$ cat src/rtl/wb_write_queue.sv
// Writeback queue in front of the register file: buffers results, retires one per cycle
// in acceptance order, and offers two bypass ports that see the youngest queued value.
module wb_write_queue #(
    parameter int DEPTH = 4,
    parameter int AW    = 2
) (
    input  logic          clk,
    input  logic          rst_n,

    input  logic          in_valid,
    output logic          in_ready,
    input  logic [4:0]    in_reg,
    input  logic [31:0]   in_data,

    input  logic          hold,
    output logic          regWrite,
    output logic [4:0]    writeReg,
    output logic [31:0]   writeData,

    input  logic [4:0]    lookup_reg1,
    output logic          lookup_hit1,
    output logic [31:0]   lookup_data1,
    input  logic [4:0]    lookup_reg2,
    output logic          lookup_hit2,
    output logic [31:0]   lookup_data2,

    output logic [AW:0]   count,
    output logic          empty,
    output logic          full
);

    logic [4:0]    mem_reg_q  [DEPTH];
    logic [31:0]   mem_data_q [DEPTH];

    logic [AW-1:0] head_q, head_d;
    logic [AW-1:0] tail_q, tail_d;
    logic [AW:0]   count_q, count_d;

    logic          accept;
    logic          store;
    logic          pop;

    // ------------------------------------------------------------------
    // Status and handshake
    // ------------------------------------------------------------------
    assign empty    = (count_q == '0);
    assign full     = (count_q == (AW+1)'(DEPTH));
    assign count    = count_q;
    assign in_ready = !full;

    // Register zero is architecturally constant, so such results complete
    // the handshake but never occupy a slot.
    assign accept   = in_valid && in_ready;
    assign store    = accept && (in_reg != 5'd0);

    // Drain depends only on queue state and hold, never on the incoming beat.
    assign pop      = !empty && !hold;

    // ------------------------------------------------------------------
    // Register-file write port
    // ------------------------------------------------------------------
    assign regWrite  = pop;
    assign writeReg  = empty ? 5'd0  : mem_reg_q[head_q];
    assign writeData = empty ? 32'd0 : mem_data_q[head_q];

    // ------------------------------------------------------------------
    // Pointer and occupancy next-state
    // ------------------------------------------------------------------
    // NOTE: every always_comb output gets a default first, so no path can leave it unassigned and infer a latch.
    always_comb begin
        head_d  = head_q;
        tail_d  = tail_q;
        count_d = count_q;

        if (pop) begin
            head_d = head_q + AW'(1);
        end
        if (store) begin
            tail_d = tail_q + AW'(1);
        end

        unique case ({store, pop})
            2'b10:   count_d = count_q + (AW+1)'(1);
            2'b01:   count_d = count_q - (AW+1)'(1);
            default: count_d = count_q;
        endcase
    end

    // NOTE: sequential state uses non-blocking assignments so every register samples pre-edge values.
    always_ff @(posedge clk or negedge rst_n) begin
        if (!rst_n) begin
            head_q  <= '0;
            tail_q  <= '0;
            count_q <= '0;
        end else begin
            head_q  <= head_d;
            tail_q  <= tail_d;
            count_q <= count_d;
        end
    end

    // NOTE: entry storage has no reset; occupancy alone decides which slots are meaningful.
    always_ff @(posedge clk) begin
        if (store) begin
            mem_reg_q[tail_q]  <= in_reg;
            mem_data_q[tail_q] <= in_data;
        end
    end

    // ------------------------------------------------------------------
    // Bypass lookup
    // ------------------------------------------------------------------
    // Walk occupied slots oldest to youngest from head; the last match wins,
    // which yields the most recently accepted value for that register.
    always_comb begin
        lookup_hit1  = 1'b0;
        lookup_data1 = 32'd0;
        lookup_hit2  = 1'b0;
        lookup_data2 = 32'd0;

        for (int k = 0; k < DEPTH; k++) begin : scan
            logic [AW-1:0] idx;
            idx = head_q + AW'(k);
            if ((AW+1)'(k) < count_q) begin
                if ((lookup_reg1 != 5'd0) && (mem_reg_q[idx] == lookup_reg1)) begin
                    lookup_hit1  = 1'b1;
                    lookup_data1 = mem_data_q[idx];
                end
                if ((lookup_reg2 != 5'd0) && (mem_reg_q[idx] == lookup_reg2)) begin
                    lookup_hit2  = 1'b1;
                    lookup_data2 = mem_data_q[idx];
                end
            end
        end
    end

endmodule

$ cat config.mk
export PLATFORM = sky130hd
export DESIGN_NAME = wb_write_queue
export DESIGN_NICKNAME = d
export VERILOG_FILES = /design/src/rtl/wb_write_queue.sv
export SDC_FILE = /design/constraint.sdc
export NUM_CORES = 1
export LEC_CHECK = 0
export BUFFER_PORTS_ARGS = -buffer_cell sky130_fd_sc_hd__buf_2
export CAP_MARGIN = 15
export CORE_MARGIN = 2
export CORE_UTILIZATION = 45
export DETAILED_ROUTE_END_ITERATION = 16
export PLACE_DENSITY = 0.68
export SETUP_SLACK_MARGIN = 0.02
export SLEW_MARGIN = 25
export SYNTH_ARGS = -nofsm -noshare
export SYNTH_HDL_FRONTEND = slang
export SYNTH_SLANG_ARGS = --single-unit
$ cat constraint.sdc
create_clock -name clk -period 2.6 [get_ports clk]
set_clock_uncertainty 0.05 [all_clocks]
set_input_delay 0.26 -clock clk [delete_from_list [all_inputs] [get_ports clk]]
set_output_delay 0.26 -clock clk [all_outputs]
set_load 0.01 [all_outputs]
Word level (Yosys, flattened, before mapping)

Memories as Yosys holds them, arrays and structs flattened.
Cells that the tools add are included.

Mux-type cells: 37
Equality and inequality tests: 11
$add $sub $neg: 6
Reductions and logical operators: 19
Magnitude comparators: 4

Operators by type and width:

| operator                                                                    | count |
|---|---|
| 32-bit 2-to-1 mux                                                           | 17 |
| 5-bit equality test                                                         | 8 |
| 1-bit 2-to-1 mux                                                            | 18 |
| 5-bit nonzero test                                                          | 3 |
| 1-bit logical AND                                                           | 11 |
| 1-bit by 3-bit less-than comparator with 1-bit output, first input constant | 2 |
| 2-bit by 3-bit less-than comparator with 1-bit output, first input constant | 2 |
| 3-bit case mux with 2 select lines                                          | 1 |
| 5-bit 2-to-1 mux                                                            | 1 |
| 2-bit by 1-bit adder with 2-bit output, second input constant               | 2 |
| 2-bit adder, second input constant                                          | 2 |
| 3-bit by 1-bit adder with 3-bit output, second input constant               | 1 |
| 3-bit equality test, second input constant                                  | 1 |
| 1-bit zero test                                                             | 3 |
| 3-bit zero test                                                             | 1 |
| 3-bit by 1-bit subtractor with 3-bit output, second input constant          | 1 |
| 2-bit by 1-bit equality test with 1-bit output, second input constant       | 1 |
| 2-bit equality test, second input constant                                  | 1 |
| 2-bit nonzero test                                                          | 1 |

Bits in writable memories: 148
Register bits: 7
Memories: 2
Logic and storage cells: 82
Input port bits: 51
Output and inout port bits: 110

Memory list:

| name       | depth | bits a word | read ports | clocked after Yosys merged registers in | wr ports | RTL line | source |
|---|---|---|---|---|---|---|---|
| mem_data_q | 4     | 32          | 4          | 0                                       | 1        | 33       | `logic [31:0] mem_data_q [DEPTH];` |
| mem_reg_q  | 4     | 5           | 4          | 0                                       | 1        | 32       | `logic [4:0] mem_reg_q [DEPTH];` |

Logic depth before layout (Yosys ltp)

An unclocked memory read counts as a cell.

Depth in word-level cells: 11
Depth in mapped cells: 11
Gate-level depth less buffers: 9

Least setup slack after synthesis

Ideal clock, no wire load.

Path kind: flip-flop to output port
Start point: register head_q[1]
End point: output port lookup_data1[22]
Data required time: 2.290 ns
Setup slack: -0.327 ns
Cell stages (with the launch flop): 12
Arrival: 2.617 ns
Buffers on the path: 5
Path through: dfrtp_1 -> buf_2 -> buf_6 -> buf_6 -> mux4_2 -> xnor2_1 -> nand4_1 -> or2_1 -> buf_2 -> clkbuf_1 -> and3_1 -> a211oi_1

Cells in the longest elaborated chain, start to end: 11
Elaborated cells on any way between the ends: 21
Those cells by class: add/sub (3); eq/ne (4); mux (8); reduce/logical (4); memory (2)

Ends and longest elaborated chain:

| what                                                                      | RTL line | source |
|---|---|---|
| from (decl)                                                               | 35       | `logic [AW-1:0] head_q, head_d;` |
| from (signal assigned)                                                    | 92       | `head_q <= '0;` |
| from (signal assigned)                                                    | 96       | `head_q <= head_d;` |
| parallel branches: the longest is 10 deep, another holds memory 4 x 5 bit | --       |  |
| 32-bit 2-to-1 mux (*)                                                     | 124      | `if ((AW+1)'(k) < count_q) begin` |
| to (decl)                                                                 | 22       | `output logic [31:0] lookup_data1,` |

Every way passes the cells marked *.

Worst setup path after layout

Start point: register head_q[0]
End point: output port lookup_data2[0]

Cells in the longest elaborated chain, start to end: 11
Elaborated cells on any way between the ends: 21
Those cells by class: add/sub (3); eq/ne (4); mux (8); reduce/logical (4); memory (2)

Ends and longest elaborated chain:

| what                                                                      | RTL line | source |
|---|---|---|
| parallel branches: the longest is 10 deep, another holds memory 4 x 5 bit | --       |  |
| 32-bit 2-to-1 mux (*)                                                     | 124      |  |
| to (decl)                                                                 | 25       | `output logic [31:0] lookup_data2,` |

Marked as above.

==> metrics.yaml <==
timing:
  layout_worst_path_cycle_share_pct: 135.6
  report.final.hold_viol_count: 0
  max_slew.worst_pin.slew_ns: 0.5980
  min_period_ns: 3.527
  timing.final.setup_violations: 95
  grt_setup_unrepaired: "true"
  timing.slew.headroom_pct: 60.13
  achievable-frequency_ghz: 0.2836
  final.setup.worst_slack_ns: -0.9266
  drv_slew: 0
clocking:
  clock_root_cell: "sky130_fd_sc_hd__clkbuf_16"
  skew_pair_late_insertion_delay_ns: 0.44
  cts_made_buffers: 17
  clock_path_buffers: 2
  cts_tree: "built"
  clock-sinks: 155
  h-tree-depth: 4
  cts.clk_slew.worst_paths_ns: 0.07
yosys:
  syn_nets: 1222
  yosysTopAreaCellShare_pct: 39.28
  synthesis.yosys.warnings: 0
  synthFlopType: "sky130_fd_sc_hd__edfxtp_1"
  synth_enable_flop_cells: 148
  yosysTopAreaCell: "sky130_fd_sc_hd__edfxtp_1"
  syn-instance-count: 1162
  synthesis.area_per_instance_sq_um: 9.736
  synth.yosys.seq_area_share_pct: 40.83
  yosys-top-cells-area: "sky130_fd_sc_hd__edfxtp_1, sky130_fd_sc_hd__mux2_2, sky130_fd_sc_hd__mux2i_1, sky130_fd_sc_hd__o21ai_0, sky130_fd_sc_hd__nor2_1"
  asyncSetResetFlopFracSynth_pct: 4.516
  netlist_area_pre_place_sq_mm: 0.01131
  post_synth_num_cell_types: 53
  ys_ff_latch: 155
final_layout:
  multiInputGateArea_sq_mm: 0.007248
  utilization_pct: 65.61
  drive_above_1_share_pct: 43.64
  flow.area_growth_from_synthesis_pct: 44.78
  fin_nets: 1502
  antennaDiodeCount: 0
  finish.instance_area_sq_mm: 0.01638
  post_layout_nonfiller_instances: 1785
  regArea_sq_mm: 0.004627
  layout_common_cells: "sky130_fd_sc_hd__buf_2, sky130_fd_sc_hd__edfxtp_1, sky130_fd_sc_hd__buf_4, sky130_fd_sc_hd__nor2_1, sky130_fd_sc_hd__nand2_1"
  fillerInstances: 1929
  layout_commonest_cell: "sky130_fd_sc_hd__buf_2"
worst_hold_path:
  hp-class: "input pin to register"
grt:
  first_pass_grt_wire_length_um: 61270
  maximum_number_of_pins_on_one_net_before_global_route_repair: 70
  antenna_found_initial: 0
  global_route.usage.total_pct: 30.37
  grt_remaining_overflow: 0
  number_of_global_route_vias_before_repair: 10949
die:
  overall_die_width_um: 162.6
  die_area_sq_mm: 0.02643
  initial_utilization_pct: 45.32
  placeable_core_region_sq_mm: 0.02496
  rows: 58
  io-pin-count: 161
  dieHeight_um: 162.6
placed_design:
  gp_congestion: 0.8902
  detailed_place_hpwl_um: 24620
  placedInstanceArea_sq_mm: 0.01423
  port_buffers: 160
  numPlacedInstances: 1689
worst_setup_path:
  critical_path.max_fanout: 22
  timing.setup.critical_path_class: "register to output pin"
  required_ns: 2.29
  crit_path_end_kind: "output pin"
  start_kind: "register"
  arrival_ns: 3.22
pwr:
  power.density_cell_area_mw_per_mm2: 1256
  cellLeakagePower_nw: 6.440
  ir_worst_vdd_mv: 0.8721
  fin_total_pwr_mw: 20.58
detailed_routing:
  antenna_left: 0
  detail_route.first_pass.iterations: 9
  route.vias.total: 11074
  routed_wire_length_um: 40330
  route.detailed.drc: 0
  detail_route.vias_per_cell: 6.204
  drt_iter0_markers: 1061
  routed_wire_length_per_instance_um: 22.59
run_status:
  failed_checks: "negative setup slack"
  outcome: "finished with violations"
flow_run:
  maxCapViolCount: 0
## layer usage
| metal | share of wire, % | global-route usage (%) | routed length [um] |
|---|---|---|---|
| met3 | 9.3 | 4.635 | 3737 |
| met5 | 0 | 0 | 0 |
| met2 | 49 | 52.40 | 19690 |
| met1 | 38 | 38.36 | 15520 |
| met4 | 3.4 | 12.15 | 1382 |
## synth_stat cells (2+ instances only)
| cell | instances |
|---|---|
| sky130_fd_sc_hd__o311ai_1 | 27 |
| sky130_fd_sc_hd__mux4_2 | 10 |
| sky130_fd_sc_hd__dfrtp_1 | 7 |
| sky130_fd_sc_hd__buf_2 | 18 |
| sky130_fd_sc_hd__o21ai_0 | 98 |
| sky130_fd_sc_hd__nor2b_1 | 9 |
| sky130_fd_sc_hd__o311ai_0 | 2 |
| sky130_fd_sc_hd__mux2i_1 | 70 |
| sky130_fd_sc_hd__mux2_2 | 64 |
| sky130_fd_sc_hd__a211oi_2 | 2 |
| sky130_fd_sc_hd__and3_1 | 32 |
| sky130_fd_sc_hd__nand3_1 | 2 |
| sky130_fd_sc_hd__buf_4 | 2 |
| sky130_fd_sc_hd__nand4_1 | 6 |
| sky130_fd_sc_hd__inv_1 | 41 |
| sky130_fd_sc_hd__a211oi_1 | 32 |
| sky130_fd_sc_hd__nor2_1 | 103 |
| sky130_fd_sc_hd__xor2_1 | 8 |
| sky130_fd_sc_hd__a22o_1 | 31 |
| sky130_fd_sc_hd__and2_1 | 8 |
| sky130_fd_sc_hd__ha_1 | 9 |
| sky130_fd_sc_hd__o311ai_2 | 2 |
| sky130_fd_sc_hd__a21oi_1 | 66 |
| sky130_fd_sc_hd__nor3_1 | 36 |
| sky130_fd_sc_hd__buf_6 | 6 |
| sky130_fd_sc_hd__nor4b_2 | 2 |
| sky130_fd_sc_hd__edfxtp_1 | 148 |
| sky130_fd_sc_hd__mux4_1 | 9 |
| sky130_fd_sc_hd__nor3b_1 | 3 |
| sky130_fd_sc_hd__a31oi_1 | 31 |
| sky130_fd_sc_hd__xnor2_1 | 36 |
| sky130_fd_sc_hd__nand4b_1 | 31 |
| sky130_fd_sc_hd__buf_1 | 4 |
| sky130_fd_sc_hd__or3_1 | 3 |
| sky130_fd_sc_hd__o211ai_1 | 2 |
| sky130_fd_sc_hd__nand2_1 | 99 |
| sky130_fd_sc_hd__clkbuf_1 | 87 |
## stage by stage
step | setup TNS, ns | hold WS [ns] | setup slack (ns)
2_1_floorplan | -9.683 | -0.08559 | -0.1727
3_3_place_gp | -30.34 | 0.06210 | -0.5210
3_5_place_dp | -32.21 | 0.05978 | -0.5484
4_1_cts | -57.54 | 0.005165 | -0.8753
5_1_grt | -67.22 | 0.005042 | -0.9935
6_report | -56.91 | 0.01331 | -0.9266
## power by group
part	switching, mW	internal (mW)
Clock	1.08	1.43
Sequential	0.244	3.31
Combinational	7.97	6.55
Total	9.29	11.3
## critical path, stage by stage, from the launching register on
cell and delay, ns:
sky130_fd_sc_hd__dfrtp_4 0.51, sky130_fd_sc_hd__buf_12 0.15, sky130_fd_sc_hd__mux4_2 0.44, sky130_fd_sc_hd__xnor2_1 0.18
sky130_fd_sc_hd__nand2_1 0.07, sky130_fd_sc_hd__or4_4 0.60, sky130_fd_sc_hd__buf_12 0.22, sky130_fd_sc_hd__o311ai_2 0.28
sky130_fd_sc_hd__a22o_1 0.17, sky130_fd_sc_hd__buf_2 0.15
## repair_timing
item                                    4_1_cts  5_1_grt
hold buffers                                 31        0
setup buffers                                16        3
resized for setup                           142       31
endpoints found under the hold margin       122        0
endpoints found under the setup margin       98       98
pin swaps                                     7        2
cloned                                       13        1
## registers in the layout (all words and copies together) (netlist names)
register	cells
tail_q	2
mem_reg_q	20
head_q	2
count	3
mem_data_q	128
## kinds of logic after synthesis
group	after synthesis	synth area share, %
multiplexers	153	16.64
adder cells (fa/ha/maj)	9	0.9954
flip-flops	155	40.83
AO/OA/AOI/OAI	301	16.95
XOR/XNOR	44	3.406
AND/OR/NAND/NOR	341	15.09
buffers and inverters	159	6.083
## area by class of cell
cell class              instances  share of cell area (%)
inverters                      41                  0.9472
multi-input cells             849                   44.25
flip-flops and latches        155                   28.25
well taps                     330                   2.521
clock inverters                15                  0.9854
repair buffers                378                   20.45
clock buffers                  17                   2.597
## path summary, 6_finish.rpt
path,cells past startpoint,start,slack (ns),end
max,9,head_q[0],-0.93,lookup_data2[0]
min,1,in_data[10],0.01,mem_data_q[3][10]
max reg2reg,8,count[0],0.19,mem_data_q[1][18]
min reg2reg,3,count[1],0.59,count[1]
max in group asynchronous,2,rst_n,2.18,head_q[0]
min in group asynchronous,2,rst_n,0.14,count[1]
No activity file was read; power rests on OpenSTA's default activity.
